## src/rtl/uart_tx_arbiter.sv

```systemverilog
// Packet-granular round-robin arbiter sharing one FIFO-style UART transmitter
// between NUM_SRC valid/ready/last byte sources through a one-entry hold register.
module uart_tx_arbiter #(
    parameter int NUM_SRC        = 4,
    parameter int WORD_WIDTH     = 8,
    parameter int TIMEOUT_CYCLES = 1_000_000,
    localparam int ID_W          = (NUM_SRC > 1) ? $clog2(NUM_SRC) : 1
) (
    input  logic                          clk,
    input  logic                          rst_n,
    input  logic [NUM_SRC-1:0]            src_valid,
    input  logic [NUM_SRC*WORD_WIDTH-1:0] src_data,
    input  logic [NUM_SRC-1:0]            src_last,
    output logic [NUM_SRC-1:0]            src_ready,
    output logic [WORD_WIDTH-1:0]         tx_din,
    output logic                          tx_empty,
    input  logic                          tx_re,
    output logic [ID_W-1:0]               grant_id,
    output logic                          busy,
    output logic                          timeout_err
);

    localparam bit TO_EN  = (TIMEOUT_CYCLES > 0);
    localparam int TO_MAX = TO_EN ? TIMEOUT_CYCLES - 1 : 0;
    localparam int CNT_W  = (TO_MAX > 0) ? $clog2(TO_MAX + 1) : 1;

    typedef enum logic {
        IDLE = 1'b0,
        LOCK = 1'b1
    } state_t;

    state_t                  state;
    state_t                  state_next;
    logic [ID_W-1:0]         rr;
    logic [ID_W-1:0]         sel;
    logic                    sel_found;
    logic                    hold_vld;
    logic [WORD_WIDTH-1:0]   hold_data;
    logic                    hold_last;
    logic                    pkt_done;
    logic [CNT_W-1:0]        cnt;
    logic                    accept;
    logic                    consume;
    logic                    idle_lock;
    logic                    timeout_hit;
    logic [WORD_WIDTH-1:0]   cur_data;
    logic                    cur_last;
    logic                    cur_valid;

    // Round-robin scan starting just after the last granted source
    always_comb begin
        int              idx;
        logic [ID_W-1:0] idx_id;
        sel       = '0;
        sel_found = 1'b0;
        idx       = 0;
        idx_id    = '0;
        for (int k = 1; k <= NUM_SRC; k++) begin
            idx    = (int'(rr) + k) % NUM_SRC;
            idx_id = ID_W'(idx);
            if (!sel_found && src_valid[idx_id]) begin
                sel       = idx_id;
                sel_found = 1'b1;
            end
        end
    end

    assign cur_valid = src_valid[grant_id];
    assign cur_data  = src_data[int'(grant_id)*WORD_WIDTH +: WORD_WIDTH];
    assign cur_last  = src_last[grant_id];

    assign accept      = (state == LOCK) && cur_valid && !hold_vld && !pkt_done;
    assign consume     = (state == LOCK) && tx_re && hold_vld;
    assign idle_lock   = (state == LOCK) && !hold_vld && !pkt_done && !cur_valid;
    assign timeout_hit = TO_EN && idle_lock && (cnt == CNT_W'(TO_MAX));
    assign tx_empty    = !hold_vld;

    // Ready depends on registered state only, so sources never see a combinational loop
    always_comb begin
        src_ready = '0;
        if ((state == LOCK) && !hold_vld && !pkt_done) begin
            src_ready[grant_id] = 1'b1;
        end
    end

    always_ff @(posedge clk or negedge rst_n) begin
        if (!rst_n) begin
            state <= IDLE;
        end else begin
            state <= state_next;
        end
    end

    always_comb begin
        state_next = state;
        case (state)
            IDLE: begin
                if (sel_found) begin
                    state_next = LOCK;
                end
            end
            LOCK: begin
                if ((consume && hold_last) || timeout_hit) begin
                    state_next = IDLE;
                end
            end
        endcase
    end

    // Accept, consume and timeout are mutually exclusive: each needs a different hold_vld/valid combination
    always_ff @(posedge clk or negedge rst_n) begin
        if (!rst_n) begin
            grant_id    <= '0;
            busy        <= 1'b0;
            rr          <= ID_W'(NUM_SRC - 1);
            hold_vld    <= 1'b0;
            hold_data   <= '0;
            hold_last   <= 1'b0;
            pkt_done    <= 1'b0;
            tx_din      <= '0;
            timeout_err <= 1'b0;
            cnt         <= '0;
        end else begin
            timeout_err <= 1'b0;
            if (state == IDLE) begin
                if (sel_found) begin
                    grant_id <= sel;
                    busy     <= 1'b1;
                    cnt      <= '0;
                end
            end else begin
                if (accept) begin
                    hold_vld  <= 1'b1;
                    hold_data <= cur_data;
                    hold_last <= cur_last;
                    cnt       <= '0;
                    if (cur_last) begin
                        pkt_done <= 1'b1;
                    end
                end else if (consume) begin
                    tx_din   <= hold_data;
                    hold_vld <= 1'b0;
                    if (hold_last) begin
                        busy     <= 1'b0;
                        rr       <= grant_id;
                        pkt_done <= 1'b0;
                    end
                end else if (timeout_hit) begin
                    busy        <= 1'b0;
                    rr          <= grant_id;
                    timeout_err <= 1'b1;
                    cnt         <= '0;
                end else if (TO_EN && idle_lock) begin
                    cnt <= cnt + CNT_W'(1);
                end
            end
        end
    end

endmodule

```

## config.mk

```make
export PLATFORM = sky130hd
export DESIGN_NAME = uart_tx_arbiter
export DESIGN_NICKNAME = d
export VERILOG_FILES = /design/src/rtl/uart_tx_arbiter.sv
export SDC_FILE = /design/constraint.sdc
export NUM_CORES = 1
export LEC_CHECK = 0
export CAP_MARGIN = 20
export CORE_ASPECT_RATIO = 0.7
export CORE_UTILIZATION = 49
export DETAILED_ROUTE_END_ITERATION = 7
export PLACE_DENSITY = 0.85
export SYNTH_ARGS = -nofsm -noshare
export SYNTH_HDL_FRONTEND = slang
export SYNTH_SLANG_ARGS = --single-unit
```

## constraint.sdc

```tcl
create_clock -name clk -period 2.3 [get_ports clk]
set_clock_uncertainty 0.1 [all_clocks]
set_input_delay 0.23 -clock clk [delete_from_list [all_inputs] [get_ports clk]]
set_output_delay 0.23 -clock clk [all_outputs]
set_load 0.01 [all_outputs]
```

### Word level (Yosys, flattened, before mapping)

Cells that the tools add are included.

* word-level logic and storage cells: 116
* bits in registers: 46
* output and inout bits: 17
* bits of input ports: 43
* latch bits: 0
* memories: 0
* memory bits (writable): 0
* memory bits (read-only): 0

* magnitude comparators: 6
* $mul: 0
* reduce and logical (&&, ||, !) cells: 33
* muxes and demuxes: 50
* bitwise gates (word level): 2
* shift operators: 1
* eq/ne operators: 8
* $add $sub $neg: 5
* divide/modulo/power cells: 0

Operator list (number)
* $mux 20: 6
* $shiftx 32x6->8: 1
* $mux 1: 28
* $add 20x1->20 const B: 1
* $eq 20x20->1 const B: 1
* $lt 2x3->1 const B: 5
* $logic_and 1x1->1: 14
* $mux 2: 7
* $bmux 1 s2: 6
* $reduce_and 4->1: 3
* $reduce_bool 2->1: 4
* $logic_not 1->1: 6
* $ne 3x3->1 const B: 2
* $reduce_and 2->1: 3
* $reduce_and 3->1: 2
* $add 2x1->2 const B: 2
* $add 2x2->2 const B: 2
* $mux 4: 1
* $ne 2x2->1 const B: 2
* $ne 4x1->1 const B: 1
* $ne 3x1->1 const B: 1
* $demux 1 s2: 1
* $ge 2x1->1 const B: 1
* $ne 2x1->1 const B: 1
* 3 further kinds: 4

### Logic depth before layout (Yosys ltp)

Gate-level depths: netlist (run 1).

* depth in word-level cells: 15
* mapped depth: 7
* gate-level depth less buffers: 6

### Worst setup path before layout (run 1)

No wires, ideal clock.

* path type: flip-flop to flip-flop
* from: reg grant_id[0]
* to: reg rr[0]
* data arrival time: 1.841 ns
* library setup time: 0.082 ns
* data required time: 2.118 ns
* clock period less this slack: 2.023 ns
* path slack: 0.277 ns
* cell stages (with the launch flop): 6
* buffers on the path: 1
* path through: dfrtp_1 -> buf_6 -> mux4_2 -> nand3b_1 -> nand2_1 -> mux2_2

* longest elaborated chain between the ends: 7
* elaborated cells between the ends (all ways): 14
* those cells by class: mux: 5; bitwise: 1; reduce/logical: 8

Ends and longest elaborated chain
* from (decl): RTL line 18 `output logic [ID_W-1:0] grant_id,`
* from (signal assigned): RTL line 127 `grant_id <= sel;`
* $bmux 1 s2: RTL line 68 `assign cur_valid = src_valid[grant_id];`
* $mux 1 (implied by the code): RTL line 68
* $logic_not 1->1 or $logic_and 1x1->1 (tied branches): RTL line 74, 72
* $logic_and 1x1->1 (on tied branches): RTL line 74, 72
* $logic_and 1x1->1 (on tied branches): RTL line 75, 72
* $reduce_bool 2->1 (no line) or $not 1->1 (tied branches)
* $reduce_and 4->1 (no line)
* to (signal assigned): RTL line 115 `rr <= ID_W'(NUM_SRC - 1);`
* to (signal assigned): RTL line 145 `rr <= grant_id;`
* to (signal assigned): RTL line 150 `rr <= grant_id;`
* to (decl): RTL line 34 `logic [ID_W-1:0] rr;`

Parallel ways exist; a longest one is shown, timed or not. The select of a mux whose other input is x is not followed.
A chain may end at the register's enable or synchronous reset.

### Worst setup path in the final report (run 1)

* from: reg hold_vld
* to: out src_ready[3]

* longest elaborated chain between the ends: 4

Ends and longest elaborated chain
* from (decl): RTL line 37 `logic hold_vld;`
* from (signal assigned): RTL line 116 `hold_vld <= 1'b0;`
* from (signal assigned): RTL line 133 `hold_vld <= 1'b1;`
* from (signal assigned): RTL line 142 `hold_vld <= 1'b0;`
* $logic_not 1->1: RTL line 81 `if ((state == LOCK) && !hold_vld && !pkt_done) begin`
* $logic_and 1x1->1 (2 in a row): RTL line 81
* $mux 4: RTL line 81
* to (decl): RTL line 14 `output logic [NUM_SRC-1:0] src_ready,`

Every way passes these cells.

==> impl_metrics.csv, run 1 <==
group,metric,value,unit
finish,finish.utilization,69.1,%
logic_synthesis,synthArstFlopShare,100,%
finish,layout.nets,345,
clocking,post-cts-setup-buffers,0,
route,via_count,2111,
critical_path,cp_data_arrival_time,1.88,ns
logic_synthesis,yosysWarnings,0,
route,routed_wl,6000,um
die,die_x,86.9,um
min_path,hold_path.class,"input port to async pin",
timing,hold_viol,0,
critical_path,start_kind,"flop",
global_routing,grt_usage,24.3,%
logic_synthesis,yosysSeqAreaShare,46.7,%
global_routing,grt_pass1_wl,9650,um
logic_synthesis,ys.flop_type,"dfrtp_1",
clocking,h-tree-depth,2,
clocking,cts_sinks,46,
timing,final-max-slew-violation-count,0,
finish,antennaDiodeCount,0,
logic_synthesis,synthCells,228,
timing,fin_setup_tns,0,ns
die,dieHeight,61.4,um
timing,whs,0.240,ns
power,power-per-cell-area,1080,nW/um^2
route,postRouteAntennaNets,0,
die,ioPinCount,60,
power,peakVddDrop,0.935,mV
clocking,clock_latency,0.29,ns
power,switchingPower,1.31,mW
global_routing,grt_pass1_vias,2050,
critical_path,worstReg2RegStart,"pkt_done",
power,power.internal,2.28,mW
outcome,status,"complete, no violations",
route,drtPass1Iterations,4,
critical_path,cp_slowest_cell,"clkdlybuf4s50_1",
placement,io_buffers,59,
global_routing,grt_overflow,0,
logic_synthesis,synth_seq_cells,46,
finish,postLayoutCellArea,3320,um^2
logic_synthesis,avgSynthCellArea,10.8,um^2
route,wl_per_cell,16.2,um
route,route.detailed.drc,0,
global_routing,antenna_found_initial,0,
critical_path,cp.required,1.97,ns
flow_run,drv_cap,0,
die,fp.coreArea,4810,um^2
timing,finalSetupViolCount,0,
power,leakagePower,1.38,nW
die,core.rowCount,21,
finish,drive_gt1_share,19.2,%
critical_path,crit_path_max_incr_delay,0.55,ns
finish,synthToLayoutAreaGrowth,34.4,%
timing,fin_crit,2.21,ns
critical_path,worstSetupEndpointType,"output pin",
timing,slew_headroom,52.5,%
clocking,cts_tree,"built",
logic_synthesis,synth_edf_count,0,
die,die-area,5330,um^2
clocking,cts_made_buffers,5,
logic_synthesis,ys_types,44,
route,drt_first_iter_violations,191,
critical_path,path_cells,"buf_4 > nor3b_4 > and3_1 > clkdlybuf4s50_1",
clocking,cts.reportedPaths.clkPinSlew,0.08,ns
global_routing,grt_max_degree,23,
logic_synthesis,syn_nets,272,
placement,dpl_cell_area,3220,um^2
finish,fill_cells,368,
power,p_comb_share,50.9,%
timing,fmax,452,MHz
logic_synthesis,syn_area,2470,um^2
power,clock_power_share,12.9,%
timing,tightest_slew,0.707,ns
clocking,cts-root-buf,"clkbuf_8",
critical_path,crit_path_start,"hold_vld",
power,p_total,3.59,mW
critical_path,path_class,"flop to output pin",
timing,period_share,96.1,%
power,seq_power_share,36.2,%
die,start_util,51.4,%
placement,gp_congestion,0.838,
placement,place_hpwl,4610,um
clocking,clockBufferDepth,2,
timing,rsz0062_at_grt,"false",
critical_path,path_max_fanout,6,
route,viasPerCell,5.69,
power,switching_share,36.5,%
[repair_timing]
| item | 4_1_cts | 5_1_grt |
|---|---|---|
| setup endpoints to repair | 0 | 3 |
| hold buffers | 1 | 0 |
| hold endpoints to repair | 10 | 0 |
| resized for setup | 0 | 3 |
[routing by layer]
metal | up-vias | part of all wire (%) | wire, um | GRT usage [%]
li1 | 989 | - | - | -
met1 | 1040 | 46 | 2770 | 31.5
met2 | 76 | 48 | 2880 | 43.8
met3 | 6 | 5.4 | 322 | 4.56
met4 | 0 | 0.43 | 26 | 4.52
met5 | - | 0 | 0 | 0
[kinds of logic after synthesis]
kind of cell / share of synthesized area (%)
simple gates: 20.1
buf+inv: 2.94
flops: 46.7
fa+ha+maj: 0.507
xor+xnor: 4.26
compound gates: 7.75
mux: 17.7
[registers in the layout, indices dropped and copies added, names as in the netlist]
signal / flops
pkt_done: 1
rr: 2
hold_vld: 1
grant_id: 2
timeout_err: 1
tx_din: 8
busy: 1
cnt: 20
hold_data: 8
state: 1
hold_last: 1
[stage by stage]
stage               cells  worst slack [ns]
floorplan             228             0.277
global placement      362             0.112
detailed placement    362            0.0474
CTS                   371           0.00957
global route          371            0.0110
finish                371            0.0898
[layout make-up]
type | count | area [um^2] | area share [%]
Sequential cell | 46 | 1150 | 34.8
Multi-Input combinational cell | 167 | 1250 | 37.6
Inverter | 5 | 18.8 | 0.565
Clock buffer | 8 | 80.1 | 2.41
Tap cell | 69 | 86.3 | 2.60
Timing Repair Buffer | 76 | 731 | 22.0
[critical path: cells and delay by family (launching register included)]
kind,cells,cell delay [ns]
simple gates,2,0.42
buf+inv,2,0.72
flops,1,0.46
[final timing paths]
path	endpoint	slack, ns	depth (start not counted)
setup / recovery	src_ready[3]	0.09	4
min in group clk	hold_data[1]	0.41	1
hold reg to reg	hold_data[1]	0.41	1
max in group asynchronous	rr[0]	1.24	3
setup reg to reg	cnt[10]	0.21	4
hold / removal	tx_din[6]	0.24	2
[cells in the final DEF, fill, tap and decap left out, types with 4 or more instances in the layout]
cell,count
a21oi_1,5
and4_1,4
buf_4,15
clkbuf_8,5
clkdlybuf4s50_1,57
dfrtp_1,43
inv_1,5
mux2_2,18
mux4_2,10
nand2_1,23
nand3_1,10
nand4_1,6
nor2_1,21
nor3_1,6
nor4_1,7
o21ai_0,9
xnor2_1,10
[synth_stat cells, drive strengths merged, types with 4 or more instances]
cell / n / area share [%]
nor3b: 4 / 1.4
nor4: 7 / 1.8
nand4: 6 / 1.5
inv: 5 / 0.76
o21ai: 10 / 2.0
nand2: 23 / 3.5
clkbuf: 4 / 0.61
mux4: 10 / 9.1
nor3: 6 / 1.2
xnor2: 10 / 3.5
and4: 4 / 1.4
a21oi: 7 / 1.7
buf: 6 / 1.6
mux2: 18 / 8.2
dfrtp: 44 / 45
nand3: 10 / 2.0
nor2: 21 / 3.2
[power by group through the flow]
stage | logic (mW) | registers (mW) | clock network (mW)
2_1_floorplan | 1.06 | 1.28 | 0
3_3_place_gp | 1.76 | 1.28 | 0
3_5_place_dp | 1.81 | 1.30 | 0
4_1_cts | 1.82 | 1.29 | 0.476
5_1_grt | 1.98 | 1.33 | 0.507
6_report | 1.83 | 1.30 | 0.463
(Power assumes the default switching activity.)
==> run 2, diff against run 1 <==
--- a/config.mk
+++ b/config.mk
@@ -9,7 +9,7 @@
 export CORE_ASPECT_RATIO = 0.7
 export CORE_UTILIZATION = 49
 export DETAILED_ROUTE_END_ITERATION = 7
-export PLACE_DENSITY = 0.85
+export PLACE_DENSITY = 0.76
 export SYNTH_ARGS = -nofsm -noshare
 export SYNTH_HDL_FRONTEND = slang
 export SYNTH_SLANG_ARGS = --single-unit
==> run 2 against run 1 <==
Compared with the run above:
- count of clock-buffer cells in the layout shrank 1
- largest cell class unchanged
- sequential cell count stayed put
- register-to-register slack worse by 0.03 ns
- first-iteration DRC count decreased by 23%
- critical endpoint is now src_ready[2]
- highest routed layer unchanged
- die area unchanged
- utilization rose by 0.21 points
- largest power group unchanged
==> impl_metrics.csv, run 2 (synthesis gave the netlist of run 1 again) <==
group,metric,value,unit
finish,antennaDiodeCount,0,
timing,layout_setup_ws,0.132,ns
global_routing,grt_max_degree,47,
power,power-per-cell-area,1070,nW/um^2
global_routing,grt_overflow,0,
global_routing,grt_pass1_wl,9360,um
finish,stdcell_count,373,
route,highest_layer,"met4",
finish,final_cell_mix,"clkdlybuf4s50_1, dfrtp_1, nand2_1, nor2_1",
min_path,hold_path.class,"flop to flop",
placement,dp.cells,363,
timing,hold_viol,0,
critical_path,path_class,"flop to output pin",
timing,fin_crit,2.17,ns
clocking,clockBufferDepth,2,
critical_path,cp_slowest_cell,"clkdlybuf4s50_1",
power,p_total,3.56,mW
finish,fill_cells,377,
clocking,cts_tree,"built",
finish,multi_input_area,1250,um^2
clocking,cts_made_buffers,5,
route,viasPerCell,5.54,
critical_path,start_kind,"flop",
route,route.met2.wl,2500,um
timing,tightest_slew,0.580,ns
route,postRouteAntennaNets,0,
timing,fin_setup_tns,0,ns
finish,synthToLayoutAreaGrowth,34.9,%
placement,gp_congestion,0.823,
placement,place_hpwl,4250,um
power,leakagePower,1.38,nW
die,fp.coreArea,4810,um^2
die,dieHeight,61.4,um
power,seq_power_share,36.5,%
route,wl_met3,275,um
die,start_util,51.4,%
power,switching_share,36.3,%
critical_path,worstSetupEndpointType,"output pin",
finish,layout_commonest_cell,"clkdlybuf4s50_1",
timing,final-max-slew-violation-count,0,
die,die_x,86.9,um
critical_path,crit_path_max_incr_delay,0.55,ns
power,clock_power_share,14.1,%
die,ioPinCount,60,
die,die-area,5330,um^2
power,p_comb_share,49.4,%
route,routed_wl,5730,um
route,wl_per_cell,15.4,um
global_routing,antenna_found_initial,0,
global_routing,grt_pass1_vias,1896,
flow_run,drv_cap,0,
critical_path,cp.required,1.97,ns
power,peakVddDrop,0.684,mV
clocking,cts_sinks,46,
finish,largest_register_ffs,20,
route,drt_first_iter_violations,147,
die,core.rowCount,21,
route,route.detailed.drc,0,
finish,layout.nets,347,
clocking,cts-root-buf,"clkbuf_8",
placement,post-place-ws,0.0556,ns
finish,reg_top3,"cnt: 20 flops, hold_data: 8 flops, tx_din: 8 flops",
global_routing,grt_usage,23.3,%
critical_path,path_cells,"nor3b_4 > nand2_1 > nor2_1 > clkdlybuf4s50_1",
timing,period_share,94.3,%
timing,fmax,461,MHz
route,wl_met1,2920,um
critical_path,cp_data_arrival_time,1.84,ns
clocking,h-tree-depth,2,
finish,drive_gt1_share,20.4,%
power,power.internal,2.27,mW
clocking,clock_latency,0.29,ns
power,switchingPower,1.30,mW
finish,regArea,1150,um^2
critical_path,path_max_fanout,8,
placement,io_buffers,59,
outcome,status,"complete, no violations",
finish,top_register,"cnt",
route,drtPass1Iterations,4,
clocking,cts.reportedPaths.clkPinSlew,0.08,ns
timing,slew_headroom,61.4,%
timing,finalSetupViolCount,0,
timing,rsz0062_at_grt,"false",
route,via_count,2067,
-- run 2: changes by cell type in the layout (fill, tap and decap cells not counted) --
cell,change
buf_12,-1
dlygate4sd2_1,+1
clkbuf_8,+1
clkbuf_1,-2
buf_4,+3
clkinv_2,+1
dlymetal6s2s_1,-1
-- run 2: timing repair --
| action | CTS | global route |
|---|---|---|
| pin swaps | 0 | 1 |
| endpoints found under the setup margin | 2 | 2 |
| hold buffers | 1 | 0 |
| endpoints found under the hold margin | 44 | 0 |
| resized for setup | 3 | 0 |
| setup buffers | 0 | 1 |
-- run 2: layout make-up --
class	count	area share (%)
Clock inverter	1	0.150
Multi-Input combinational cell	167	37.5
Tap cell	69	2.59
Timing Repair Buffer	78	21.9
Inverter	5	0.563
Sequential cell	46	34.7
Clock buffer	7	2.59
-- run 2: power groups by stage --
stage / sequential (mW) / clock, mW / combinational [mW]
floorplan: 1.28 / 0 / 1.06
global placement: 1.29 / 0 / 1.71
detailed placement: 1.31 / 0 / 1.74
CTS: 1.30 / 0.509 / 1.75
global route: 1.34 / 0.540 / 1.92
finish: 1.30 / 0.502 / 1.76
-- run 2: metal layers --
layer,global-route usage (%),vias up
li1,-,990
met1,34.1,1013
met2,35.9,57
met3,5.09,7
met4,5.00,0
met5,0,-
-- run 2: through the flow --
| step | cell area (um^2) | utilization [%] | hold slack, ns |
|---|---|---|---|
| final | 3330 | 69.3 | 0.403 |
| after global routing | 3330 | 69.3 | 0.414 |
| after CTS | 3320 | 69.1 | 0.403 |
| after detailed placement | 3220 | 66.9 | 0.247 |
| after global placement | 3220 | 66.9 | 0.249 |
| after floorplan | 2470 | - | -0.166 |
-- run 2: path summary, 6_finish.rpt --
check / start / endpoint / slack (ns) / cells past startpoint
hold / removal: hold_data[4] / tx_din[4] / 0.40 / 1
hold reg to reg: hold_data[4] / tx_din[4] / 0.40 / 1
max in group asynchronous: rst_n / hold_vld / 1.21 / 3
setup reg to reg: hold_vld / rr[1] / 0.18 / 5
setup / recovery: hold_vld / src_ready[2] / 0.13 / 4
min in group asynchronous: rst_n / cnt[4] / 0.44 / 3
-- run 2: critical path, delay by kind of cell, from the launching register on --
kind | cells | cell delay, ns
buffers and inverters | 1 | 0.55
DFF | 1 | 0.48
and+or+nand+nor | 3 | 0.52
